$ cat src/rtl/pico_mips_seq.sv
// Multicycle accumulator core: FETCH/DECODE/EXEC sequencing over an external synchronous ROM,
// with Q1.(DATA_W-1) fractional multiply, optional saturating add and a two-way input handshake.
module pico_mips_seq #(
  parameter int DATA_W  = 8,
  parameter int NREGS   = 4,
  parameter int PC_W    = 5,
  parameter int ADD_SAT = 0
) (
  input  logic                              Clock,
  input  logic                              Reset,
  output logic [PC_W-1:0]                   PCAddr,
  input  logic [3+$clog2(NREGS)+DATA_W:0]   Instr,
  input  logic signed [DATA_W-1:0]          InData,
  input  logic                              Handshake,
  output logic signed [DATA_W-1:0]          Out,
  output logic signed [DATA_W-1:0]          Acc,
  output logic                              Halted,
  output logic                              Waiting
);

  localparam int RA_W    = $clog2(NREGS);
  localparam int INSTR_W = 4 + RA_W + DATA_W;

  localparam logic [2:0] S_FETCH  = 3'd0;
  localparam logic [2:0] S_DECODE = 3'd1;
  localparam logic [2:0] S_EXEC   = 3'd2;
  localparam logic [2:0] S_WAIT   = 3'd3;
  localparam logic [2:0] S_HALT   = 3'd4;

  localparam logic [3:0] OP_NOP   = 4'h0;
  localparam logic [3:0] OP_LDI   = 4'h1;
  localparam logic [3:0] OP_LDR   = 4'h2;
  localparam logic [3:0] OP_STR   = 4'h3;
  localparam logic [3:0] OP_ADDI  = 4'h4;
  localparam logic [3:0] OP_ADDR  = 4'h5;
  localparam logic [3:0] OP_MULI  = 4'h6;
  localparam logic [3:0] OP_MULR  = 4'h7;
  localparam logic [3:0] OP_INW   = 4'h8;
  localparam logic [3:0] OP_WAITL = 4'h9;
  localparam logic [3:0] OP_OUT   = 4'hA;
  localparam logic [3:0] OP_JMP   = 4'hB;
  localparam logic [3:0] OP_JZ    = 4'hC;
  localparam logic [3:0] OP_HALT  = 4'hD;

  localparam logic signed [DATA_W-1:0] VAL_MAX = {1'b0, {(DATA_W-1){1'b1}}};
  localparam logic signed [DATA_W-1:0] VAL_MIN = {1'b1, {(DATA_W-1){1'b0}}};

  logic [2:0]                 state_q, state_d;
  logic [PC_W-1:0]            pc_q, pc_d, pc_inc;
  logic signed [DATA_W-1:0]   acc_q, acc_d;
  logic signed [DATA_W-1:0]   out_q, out_d;
  logic [INSTR_W-1:0]         ir_q, ir_d;
  logic signed [DATA_W-1:0]   regs_q [NREGS];
  logic signed [DATA_W-1:0]   regs_d [NREGS];

  logic [3:0]                 op;
  logic [RA_W-1:0]            ra;
  logic signed [DATA_W-1:0]   imm;
  logic signed [DATA_W-1:0]   rval;
  logic                       hs_ok;

  function automatic logic signed [DATA_W-1:0] add_fn(input logic signed [DATA_W-1:0] a,
                                                      input logic signed [DATA_W-1:0] b);
    logic signed [DATA_W:0] s;
    s = {a[DATA_W-1], a} + {b[DATA_W-1], b};
    if (ADD_SAT != 0 && s[DATA_W] != s[DATA_W-1])
      add_fn = s[DATA_W] ? VAL_MIN : VAL_MAX;
    else
      add_fn = s[DATA_W-1:0];
  endfunction

  // Fractional multiply; MIN*MIN would be +1.0, which is unrepresentable, so clamp to MAX.
  function automatic logic signed [DATA_W-1:0] fmul_fn(input logic signed [DATA_W-1:0] a,
                                                       input logic signed [DATA_W-1:0] b);
    logic signed [2*DATA_W-1:0] p;
    p = a * b;
    if (a == VAL_MIN && b == VAL_MIN)
      fmul_fn = VAL_MAX;
    else
      fmul_fn = p[2*DATA_W-2:DATA_W-1];
  endfunction

  assign op     = ir_q[INSTR_W-1 -: 4];
  assign ra     = ir_q[DATA_W +: RA_W];
  assign imm    = ir_q[DATA_W-1:0];
  assign rval   = regs_q[ra];
  assign pc_inc = pc_q + PC_W'(1);
  // INW proceeds on Handshake high, WAITL on Handshake low.
  assign hs_ok  = (op == OP_INW) ? Handshake : !Handshake;

  always_comb begin
    state_d = state_q;
    pc_d    = pc_q;
    acc_d   = acc_q;
    out_d   = out_q;
    ir_d    = ir_q;
    regs_d  = regs_q;
    case (state_q)
      S_FETCH:  state_d = S_DECODE;
      S_DECODE: begin
        ir_d    = Instr;
        state_d = S_EXEC;
      end
      S_EXEC: begin
        state_d = S_FETCH;
        pc_d    = pc_inc;
        case (op)
          OP_LDI:  acc_d = imm;
          OP_LDR:  acc_d = rval;
          OP_STR:  regs_d[ra] = acc_q;
          OP_ADDI: acc_d = add_fn(acc_q, imm);
          OP_ADDR: acc_d = add_fn(acc_q, rval);
          OP_MULI: acc_d = fmul_fn(acc_q, imm);
          OP_MULR: acc_d = fmul_fn(acc_q, rval);
          OP_INW, OP_WAITL: begin
            if (hs_ok) begin
              if (op == OP_INW) acc_d = InData;
            end else begin
              state_d = S_WAIT;
              pc_d    = pc_q;
            end
          end
          OP_OUT:  out_d = acc_q;
          OP_JMP:  pc_d = PC_W'($unsigned(imm));
          OP_JZ:   if (acc_q == '0) pc_d = PC_W'($unsigned(imm));
          OP_HALT: begin
            state_d = S_HALT;
            pc_d    = pc_q;
          end
          default: ;
        endcase
      end
      S_WAIT: begin
        if (hs_ok) begin
          if (op == OP_INW) acc_d = InData;
          pc_d    = pc_inc;
          state_d = S_FETCH;
        end
      end
      S_HALT:  state_d = S_HALT;
      default: state_d = S_FETCH;
    endcase
  end

  always_ff @(posedge Clock) begin
    if (Reset) begin
      state_q <= S_FETCH;
      pc_q    <= '0;
      acc_q   <= '0;
      out_q   <= '0;
      ir_q    <= '0;
      for (int i = 0; i < NREGS; i++) regs_q[i] <= '0;
    end else begin
      state_q <= state_d;
      pc_q    <= pc_d;
      acc_q   <= acc_d;
      out_q   <= out_d;
      ir_q    <= ir_d;
      for (int i = 0; i < NREGS; i++) regs_q[i] <= regs_d[i];
    end
  end

  assign PCAddr  = pc_q;
  assign Acc     = acc_q;
  assign Out     = out_q;
  assign Halted  = (state_q == S_HALT);
  assign Waiting = (state_q == S_WAIT);

endmodule

$ cat config.mk
export PLATFORM = sky130hd
export DESIGN_NAME = pico_mips_seq
export DESIGN_NICKNAME = d
export VERILOG_FILES = /design/src/rtl/pico_mips_seq.sv
export SDC_FILE = /design/constraint.sdc
export NUM_CORES = 1
export LEC_CHECK = 0
export ABC_AREA = 1
export BUFFER_PORTS_ARGS = -buffer_cell sky130_fd_sc_hd__buf_2
export CORE_MARGIN = 2
export CORE_UTILIZATION = 35
export CTS_BUF_LIST = sky130_fd_sc_hd__clkbuf_2
export DETAILED_ROUTE_END_ITERATION = 7
export GPL_TIMING_DRIVEN = 0
export SYNTH_ARGS = -nofsm -noshare
export SYNTH_HDL_FRONTEND = slang
export SYNTH_SLANG_ARGS = --single-unit
$ cat constraint.sdc
create_clock -name Clock -period 11 [get_ports Clock]
set_clock_uncertainty 0.15 [all_clocks]
set_input_delay 2.2 -clock Clock [delete_from_list [all_inputs] [get_ports Clock]]
set_output_delay 2.2 -clock Clock [all_outputs]
set_load 0.02 [all_outputs]
# After elaboration in Yosys (flattened, before gate mapping)
# Cells that the tools add are included.
totals:
  reg_bits: 70
  out_inout_bits: 23
  wordCells: 73
op_classes:
  addsub: 3
  multipliers: 2
  n_lt_le_gt_ge: 2
  n_eq_ne: 23
  muxes: 21
  n_bitwise: 1
  n_reduce_logical: 12
ops:
  columns: ["op", "n"]
  rows:
  - ["$mux W8", 7]
  - ["$pmux W8 S7", 1]
  - ["$bwmux W32", 1]
  - ["$mul A8 B8 Y15", 2]
  - ["$eq A4 B4 Y1 const B", 6]
  - ["$eq A8 B8 Y1 const B", 3]
  - ["$pmux W5 S4", 1]
  - ["$add A8 B8 Y8", 2]
  - ["$bmux W8 S2", 1]
  - ["$demux W8 S2", 1]
  - ["$eq A4 B3 Y1 const B", 4]
  - ["$pmux W8 S2", 1]
  - ["$pmux W3 S5", 1]
  - ["$mux W5", 2]
  - ["$pmux W5 S2", 1]
  - ["$eq A4 B2 Y1 const B", 2]
  - ["$logic_not A8 Y1", 1]
  - ["$ne A8 B1 Y1 const B", 1]
  - ["$reduce_and A2 Y1", 4]
  - ["$eq A3 B2 Y1 const B", 2]
  - ["$pmux W3 S2", 1]
  - ["$add A5 B1 Y5 const B", 1]
  - ["$eq A4 B1 Y1 const B", 1]
  - ["$eq A3 B1 Y1 const B", 1]
  - ["other kinds (14)", 16]

# Depth between registers and ports, before layout
# Gate-level depths: netlist of the first run.
depth:
  depth_word: 9
  ltp_mapped: 31
  ltp_nobuf: 29

# Least setup slack after synthesis of the first run
# OpenSTA, ideal clock, no wires.
synth_path:
  path_kind: "register to register"
  startpoint: "reg ir_q[9]"
  endpoint: "reg acc_q[5], in the netlist Acc[5]"
  setup_time_ns: 0.131
  t_arrival_ns: 4.615
  required_time_ns: 10.719
  path_slack_ns: 6.105
  path_stages_with_launch: 32
  path_cell_list: "dfxtp_1 buf_6 inv_4 buf_6 nand3_1 nand2_1 nor2_2 clkbuf_1 nor2_1 fa_1 inv_1 fa_1 inv_1 fa_1 inv_1 fa_1 inv_1 ha_1 nand2_1 nand2_1 a21oi_1 nand2_1 nand2_1 nand2_1 nand2_1 nand3_2 nand2_1 nand3_1 nand2_1 nand2_1 nand2_1 a21oi_2"
synth_via:
  elab_chain_cells: 9
synth_lines:
  columns: ["element", "line", "rtl"]
  rows:
  - ["from (decl)", "52", "logic [INSTR_W-1:0] ir_q, ir_d;"]
  - ["from (signal assigned)", "158", "ir_q <= ir_d;"]
  - ["$not A2 Y3 (not written as such) *", "86", "assign rval = regs_q[ra];"]
  - ["$bmux W8 S2 *", "86", null]
  - ["$mux W8 (not written as such) * (2 in series)", "86", null]
  - ["parallel branches: the longest is 3 deep, another holds $mul A8 B8 Y15", null, null]
  - ["$pmux W8 S7 *", "107", "case (op)"]
  - ["$pmux W8 S2 *", "98", "case (state_q)"]
  - ["to (signal assigned)", "149", "acc_q <= '0;"]
  - ["to (signal assigned)", "156", "acc_q <= acc_d;"]
  - ["to (decl)", "50", "logic signed [DATA_W-1:0] acc_q, acc_d;"]
# Every way passes the cells marked *. The select of a mux whose other input is x is not followed.
# A chain may end at the register's enable or synchronous reset.

# Worst setup path in the final report of the first run
layout_path:
  startpoint: "reg acc_q[2], in the netlist Acc[2]"
  endpoint: "reg acc_q[7], in the netlist Acc[7]"
layout_via:
  elab_chain_cells: 5
layout_lines:
  columns: ["element", "line"]
  rows:
  - ["parallel branches: the longest is 3 deep, another holds $mul A8 B8 Y15", null]
  - ["$pmux W8 S7 *", "107"]
  - ["$pmux W8 S2 *", "98"]
# Every way passes the cells marked *.

==> results of run 1 <==
## placed cells by master (no fill, tap or decap), drive strengths merged
cell type | Yosys | final
nand2 | 318 | 318
inv | 290 | 290
nor2 | 114 | 114
a21oi | 102 | 102
fa | 101 | 101
o21ai | 91 | 91
nand3 | 89 | 89
dfxtp | 70 | 70
buf | 19 | 66
ha | 58 | 58
clkbuf | 30 | 40
xor2 | 11 | 11
nand4 | 11 | 11
nor3 | 11 | 11
clkinv | 3 | 9
xnor2 | 7 | 7
o22ai | 5 | 5
o21bai | 3 | 3
nand3b | 3 | 3
o21a | 2 | 2
o211ai | 2 | 2
or2 | 2 | 2
o31ai | 2 | 2
diode | 0 | 1
nor4 | 1 | 1
o211a | 1 | 1
o2bb2ai | 1 | 1
nand2b | 1 | 1
a21o | 1 | 1
nor3b | 1 | 1
o221ai | 1 | 1
o221a | 1 | 1
## state kept, by name, summed over array words and instances, names as in the netlist
name / cells
Acc: 8
Out: 8
state_q: 3
ir_q: 14
PCAddr: 5
regs_q: 32
## power groups by stage
stage / Combinational, mW / Sequential [mW] / Clock, mW
after floorplan: 0.177 / 0.281 / 0
after CTS: 0.261 / 0.277 / 0.131
after detailed placement: 0.261 / 0.282 / 0
after global placement: 0.258 / 0.282 / 0
after global routing: 0.296 / 0.278 / 0.141
final: 0.266 / 0.277 / 0.128
## worst max-delay path by stage
stage | slack [ps] | to | from
2_1_floorplan | 6100 | Acc[5] | ir_q[9]
3_3_place_gp | 5240 | Acc[7] | Acc[6]
3_5_place_dp | 5230 | Acc[7] | Acc[2]
4_1_cts | 5190 | Acc[7] | Acc[2]
5_1_grt | 4860 | Acc[6] | ir_q[9]
6_report | 5170 | Acc[7] | Acc[2]
## cell families after synthesis
family	synth area share
and+or+nand+nor	0.262
adders and majority gates	0.298
DFF	0.152
buffers and inverters	0.149
xor gates and xnor gates	0.0171
AOI/OAI and AO/OA	0.122
## per-layer routing
| metal | part of all wire | vias to the layer above | track usage |
|---|---|---|---|
| met5 | 0 | - | 0 |
| met4 | 0.034 | 0 | 0.0746 |
| met3 | 0.078 | 56 | 0.0431 |
| met2 | 0.43 | 289 | 0.324 |
| met1 | 0.46 | 4114 | 0.294 |
| li1 | - | 4278 | - |
## through the flow
step                      hold WS, ps   util  power [mW]  instance area (um2)
after floorplan                   274      -       0.458                 9220
after global placement            285  0.380       0.540                 9880
after detailed placement          291  0.380       0.543                 9880
after CTS                         315  0.383       0.669                 9960
after global routing              332  0.383       0.714                 9960
final                             312  0.383       0.670                 9960
## area by class of cell
type / count / area [um2]
antenna: 1 / 2.50
inverter: 293 / 1100
clock inverter: 6 / 28.8
sequential: 70 / 1400
tap: 335 / 419
buffer: 49 / 267
multi-input combinational: 940 / 6450
fill: 2830 / 16000
clock buffer: 10 / 50.0
timing repair buffer: 47 / 235
## worst max-delay path: cells and delay by family (launching register included)
kind                     cells  cell delay [ps]
buffers and inverters        4             1280
flip-flops                   1              480
AO/OA/AOI/OAI                3              380
AND/OR/NAND/NOR              9             1000
adder cells (fa/ha/maj)      5             2420
==> metrics.txt, run 1 <==
first-pass GRT wire length=45.3 mm; worst r2r path cells=21; Area contributors post-synth=fa_1, dfxtp_1, nand2_1; area of the mapped netlist=9220 um2; Clock Sink Count=70; WS Path Type=register to register; vias in the first global route=8,339; cell with the most instances after synthesis=nand2_1; wire per inst=16.5 um; leakage power=5.20 nW; Relative slew margins=0.429; flop2flop setup slack=5170 ps; worst path required time=11,320 ps; core area=26,000 um2; final hold vios=0; Post-Syn Nets=1,536; clk_lat worst skew=590 ps; iteration-0 DRC count of the detailed router=788; Non-Filler Instances=1,751; setup TNS=0 ps; Synth cell types=51; Cell Int Power=373 uW; number of max-cap violations=0; Tcrit/Tclk final=0.530; Net Sw Frac=0.444; share of the yosys chip area belonging to registers=0.152; share of cells above drive strength 1=0.0890; Hold EP=regs_q[30]; placed cells=1,734; DRC errors left=0; final WL=28.8 mm; initial antenna violation count=1; Tmin final=5830 ps; CP Cell Sequence=clkbuf_1, clkbuf_1, nand2_1, fa_1, fa_1, fa_1, inv_1, fa_1, ha_1, a21oi_1, o21ai_0, nand2_1, nand3_1, inv_1, nand3_1, nand2_1, nor2_1, nor2_1, nand3_1, nand2_1, a21oi_1; RSZ-0062 raised after global routing=no; Worst Hold Class=register to register; vias per std cell=4.99; total vias in the final route=8,737; Place WS=5230 ps; Num CTS Buffers=9; # rows=59; Clk pwr share=0.190; CP Capture Type=register; CP arrival=6160 ps; outcome=finished, final reports clean; H-Tree Depth=3; hold_buf cts=0; Mapped Cells=1,352; # Post-CTS Setup Buffers=0; fin nets=1,594; I/O pins=48; reg2reg end=Acc[7]; Worst-Margin Slew=856 ps; Starting Density=0.355; DR pass1 iterations=8; CP max FO=10; die outline height=166 um; antenna-violating nets left=0; sw power=297 uW; GRT overflow=0; syn_area_per_cell=6.82 um2; clock slew at reported path FFs=210 ps; Cell Pwr Density=67.3 nW/um2; Root Driver=clkbuf_2; Combinational Power Share=0.396; die footprint=27,700 um2; Overall Global Routing Usage=0.211; Synth area leader=fa_1; Max clock buf depth=2; register bit total from synthesis=70; Max rail drop VDD=0.0000489 V; max-slew violations=0; Crit path largest cell delay=590 ps; TritonCTS clock tree=yes; Hold Crit Depth=2; CP max-delay cell=fa_1; PortBufs=47; Die X=166 um; post-cts sizing count=0; CP Launch Type=register; Syn-to-layout area delta=7.98%; Yosys top cell area share=0.219; Ys Warns=0; Synth Flop Type=dfxtp_1; list of most frequent post-synthesis cells=nand2_1, inv_1, nor2_1; Sequential Power Share=0.413; setup violators final=0; largest net degree at the start of global routing=12; HPWL Detailed=23.0 mm; Post-synth EDFFs=0; max frequency=171 MHz; hold path startpoint=regs_q[30]; gpl congestion=0.979; worst r2r src=Acc[2]; asr flop ratio synth=0; Worst Slack Setup Final=5170 ps
(Power assumes the default switching activity.)
==> inputs of run 2 (changes only) <==
clock period = 5.5 ns   (was 11 ns; I/O delays follow)
==> run 2 against run 1 <==
Effect of this change: die area did not move; largest cell class unchanged; critical endpoint unchanged; sequential power rose by 100%; worst setup slack got worse by 5000 ps; highest routed layer unchanged.
==> metrics.txt, run 2 (synthesis gave the netlist of run 1 again) <==
number of max-cap violations=0; setup violators final=0; TritonCTS clock tree=yes; final hold vios=0; CP max-delay cell=dfxtp_1; CP top delay family=adder cells; Cell Pwr Density=133 nW/um2; gpl congestion=0.979; CP Buf/Inv Count=3; RSZ-0062 raised after global routing=no; WS Path Type=register to register; Worst Hold Class=register to register; clock slew at reported path FFs=210 ps; Root Driver=clkbuf_2; worst path required time=5810 ps; Total Power=1.34 mW; H-Tree Depth=3; Clk pwr share=0.189; total vias in the final route=8,776; Fillers=2,818; Starting Density=0.355; die outline height=166 um; setup TNS=0 ps; Sequential Power Share=0.413; largest net degree at the start of global routing=12; HPWL Detailed=23.0 mm; wire per inst=16.5 um; Largest regs=regs_q: 32 flops, ir_q: 14 flops; final WL=28.9 mm; # rows=59; PortBufs=47; leakage power=5.26 nW; max-slew violations=0; Num CTS Buffers=9; Crit path largest cell delay=780 ps; GRT overflow=0; Worst-Margin Slew=821 ps; most common cell after layout, fill and taps aside=nand2_1; Clock Sink Count=70; Cell Int Power=749 uW; sw power=595 uW; initial antenna violation count=1; iteration-0 DRC count of the detailed router=728; max reg flops=32; Tmin final=5320 ps; first-pass GRT wire length=45.4 mm; CP arrival=5630 ps; vias in the first global route=8,348; outcome=finished, final reports clean; Max clock buf depth=2; share of cells above drive strength 1=0.109; fin nets=1,596; CP Launch Type=register; Net Sw Frac=0.443; I/O pins=48; die footprint=27,700 um2; Syn-to-layout area delta=9.52%; Place WS=-265 ps; Die X=166 um; CP Cell Sequence=clkbuf_2, nand2_1, fa_1, fa_1, fa_1, inv_1, fa_1, ha_1, a21oi_1, o21ai_0, nand2_1, nand3_1, inv_1, nand3_1, nand2_1, nor2_1, nor2_1, nand3_1, nand2_1, a21oi_1; CP Capture Type=register; Worst Slack Setup Final=177 ps; DR pass1 iterations=5; max frequency=188 MHz; Combinational Power Share=0.398; Reg with most FFs=regs_q; Overall Global Routing Usage=0.211; DRC errors left=0; antenna-violating nets left=0; Non-Filler Instances=1,753; core area=26,000 um2; Max rail drop VDD=0.0000975 V; CP max FO=10; commonest cells after routing, fill and taps aside=nand2_1, inv_1, nor2_1; placed cells=1,734; clk_lat worst skew=580 ps; Relative slew margins=0.453; vias per std cell=5.01; Tcrit/Tclk final=0.968
-- run 2: cell types whose count changed in the layout (fill, tap and decap cells not counted), sizes merged --
| cell | delta |
|---|---|
| clkinv | -2 |
| clkinvlp | +2 |
| buf | +2 |
-- run 2: power by group through the flow --
stage | Clock, mW | Combinational [mW] | Sequential [mW]
floorplan | 0 | 0.353 | 0.562
finish | 0.254 | 0.535 | 0.555
CTS | 0.261 | 0.524 | 0.554
global placement | 0 | 0.517 | 0.564
detailed placement | 0 | 0.521 | 0.564
global route | 0.281 | 0.595 | 0.557
-- run 2: metrics by stage --
step	hold WS [ps]	utilization	area [um2]
final	313	0.389	10100
after global routing	332	0.389	10100
after CTS	315	0.384	9970
after detailed placement	291	0.380	9880
after global placement	285	0.380	9880
after floorplan	274	-	9220
-- run 2: cell type report --
class                   instances  area [um2]  share of cell area
diodes                          1        2.50            0.000248
clock buffers                  10        50.0             0.00495
well taps                     335         419              0.0415
inverters                     293        1110               0.110
clock inverters                 6        28.8             0.00285
multi-input cells             940        6510               0.645
plain buffers                  48         317              0.0313
repair buffers                 50         258              0.0255
flip-flops and latches         70        1400               0.139
-- run 2: timing repair --
item                       CTS  global route
pin swaps                    0             2
resized for setup            9            43
gates cloned                 0             0
setup endpoints to repair    7             6
hold buffers                 0             0
setup buffers                0             3
-- run 2: final timing paths --
path / endpoint / depth (start not counted) / slack (ps) / from
setup / recovery: Acc[7] / 20 / 180 / Acc[1]
hold / removal: regs_q[11] / 2 / 310 / regs_q[11]
setup reg to reg: Acc[7] / 20 / 180 / Acc[1]
hold reg to reg: regs_q[11] / 2 / 310 / regs_q[11]
-- run 2: worst register-to-register path, stage by stage (launching register included) --
cell and delay [ps]:
dfxtp_1 780, clkbuf_2 410, nand2_1 120, fa_1 550
fa_1 440, fa_1 540, inv_1 50, fa_1 480
ha_1 370, a21oi_1 210, o21ai_0 100, nand2_1 70
nand3_1 170, inv_1 100, nand3_1 70, nand2_1 100
nor2_1 80, nor2_1 160, nand3_1 100, nand2_1 70
a21oi_1 60
-- run 2: routing by layer --
layer	global-route usage	vias to the layer above	wire, um	part of all wire
li1	-	4284	-	-
met3	0.0419	54	2600	0.090
met4	0.0746	0	905	0.031
met1	0.296	4093	12900	0.45
met2	0.323	345	12400	0.43
met5	0	-	0	0
==> inputs of run 3 (changes only) <==
CORE_UTILIZATION = 65   (was 35)
PLACE_DENSITY = 0.84   (was not set)
==> run 3 against run 2 <==
Effect of this change: final cell count fell by 9.1%; final area fell by 2.3%; routed wire length fell by 8.7%; non-clock buffer count fell by 3; largest cell class unchanged; highest routed layer unchanged.
==> metrics.txt, run 3 (synthesis gave the netlist of run 1 again) <==
Largest regs=regs_q: 32 flops, ir_q: 14 flops; Root Driver=clkbuf_2; final WL=26.4 mm; Cell Pwr Density=140 nW/um2; vias per std cell=5.64; Reg with most FFs=regs_q; CP Capture Type=register; max frequency=190 MHz; CP arrival=5510 ps; I/O pins=48; Fillers=1,223; antenna-violating nets left=0; fin area=9870 um2; Hold WS=310 ps; Max clock buf depth=2; Relative slew margins=0.452; crit path from=Acc[7]; clock slew at reported path FFs=200 ps; fin nets=1,593; share of cells above drive strength 1=0.103; Tcrit/Tclk final=0.956; Crit path largest cell delay=530 ps; DR pass1 iterations=6; iteration-0 DRC count of the detailed router=956; RSZ-0062 raised after global routing=no; CP Launch Type=register; Worst Hold Class=register to register; gpl congestion=0.977; Clock Sink Count=70; number of max-cap violations=0; Die X=123 um; worst r2r src=Acc[7]; # rows=43; TritonCTS clock tree=yes; CP max-delay cell=fa_2; vias in the first global route=8,508; Worst-Margin Slew=822 ps; Starting Density=0.665; Overall Global Routing Usage=0.364; FF+latch area=1400 um2; first-pass GRT wire length=42.3 mm; Syn-to-layout area delta=7.01%; CP Cell Sequence=buf_2, buf_2, nand2_1, inv_1, fa_2, inv_1, fa_1, inv_1, fa_1, fa_1, ha_1, nand2_1, nor2_1, nand4_1, nand4_1, nand3_1, a21oi_1, nand4_1, nand2_1, a21oi_1; wire per inst=16.5 um; leakage power=5.24 nW; multi-input logic area=6500 um2; CP Capture Point=Acc[6]; max reg flops=32; WS Path Type=register to register; CP max FO=10; total vias in the final route=8,987; HPWL Detailed=21.2 mm; max-slew violations=0; outcome=finished, final reports clean; initial antenna violation count=0; commonest cells after routing, fill and taps aside=nand2_1, inv_1, nor2_1; final hold vios=0; die footprint=15,200 um2; PortBufs=47; Tmin final=5260 ps; Max rail drop VDD=0.000104 V; Num CTS Buffers=9; ANT cells=0; flop2flop setup slack=240 ps; clk_lat worst skew=540 ps; core area=13,900 um2; hold_buf cts=0; DRC errors left=0; dpl cell area=9680 um2; setup violators final=0; H-Tree Depth=3; most common cell after layout, fill and taps aside=nand2_1; GRT overflow=0; worst path required time=5750 ps; die outline height=123 um; largest net degree at the start of global routing=13; reg2reg end=Acc[6]; worst r2r path cells=20
## run 3: per-stage QoR
stage	setup TNS, ps	instances	total power [mW]	setup WS, ps	utilization
floorplan	0	1352	0.916	605	-
global placement	-522	1579	1.06	-141	0.698
detailed placement	-628	1579	1.07	-179	0.698
CTS	0	1595	1.37	16.6	0.706
global route	0	1594	1.45	5.34	0.711
finish	0	1594	1.38	245	0.711
## run 3: how the worst min path moves through the flow
stage                     from         end  slack (ps)  cells after the start
global placement     regs_q[9]   regs_q[9]         280                      2
global route         regs_q[8]   regs_q[8]         340                      2
floorplan           regs_q[23]  regs_q[23]         270                      2
finish               regs_q[8]   regs_q[8]         310                      2
CTS                  regs_q[8]   regs_q[8]         310                      2
detailed placement   regs_q[8]   regs_q[8]         290                      2
## run 3: critical path: cells and delay by family, from the launching register on
family                   cells  cell delay, ps
adder cells (fa/ha/maj)      5            2180
flip-flops                   1             400
AND/OR/NAND/NOR              8            1010
AO/OA/AOI/OAI                2             260
buffers and inverters        5            1100
## run 3: cell type report
cell class	instances	share of cell area
Clock inverter	5	0.00596
Buffer	47	0.0286
Tap cell	180	0.0228
Timing Repair Buffer	48	0.0246
Multi-Input combinational cell	940	0.659
Sequential cell	70	0.142
Inverter	293	0.112
Clock buffer	11	0.00558
## run 3: what timing repair did
action,in CTS,in global routing
gates resized for setup,4,27
setup buffers,0,1
setup endpoints to repair,6,7
pin swaps,0,2
## run 3: report_power, final
| part | internal (mW) | total (mW) | switching (mW) |
|---|---|---|---|
| logic | 0.161 | 0.518 | 0.357 |
| clock network | 0.110 | 0.305 | 0.196 |
| registers | 0.528 | 0.554 | 0.0260 |
## run 3: layer usage
metal  global-route usage  part of all wire
met1                0.494              0.41
met2                0.580              0.46
met3               0.0743             0.093
met4                0.124             0.038
met5                    0                 0
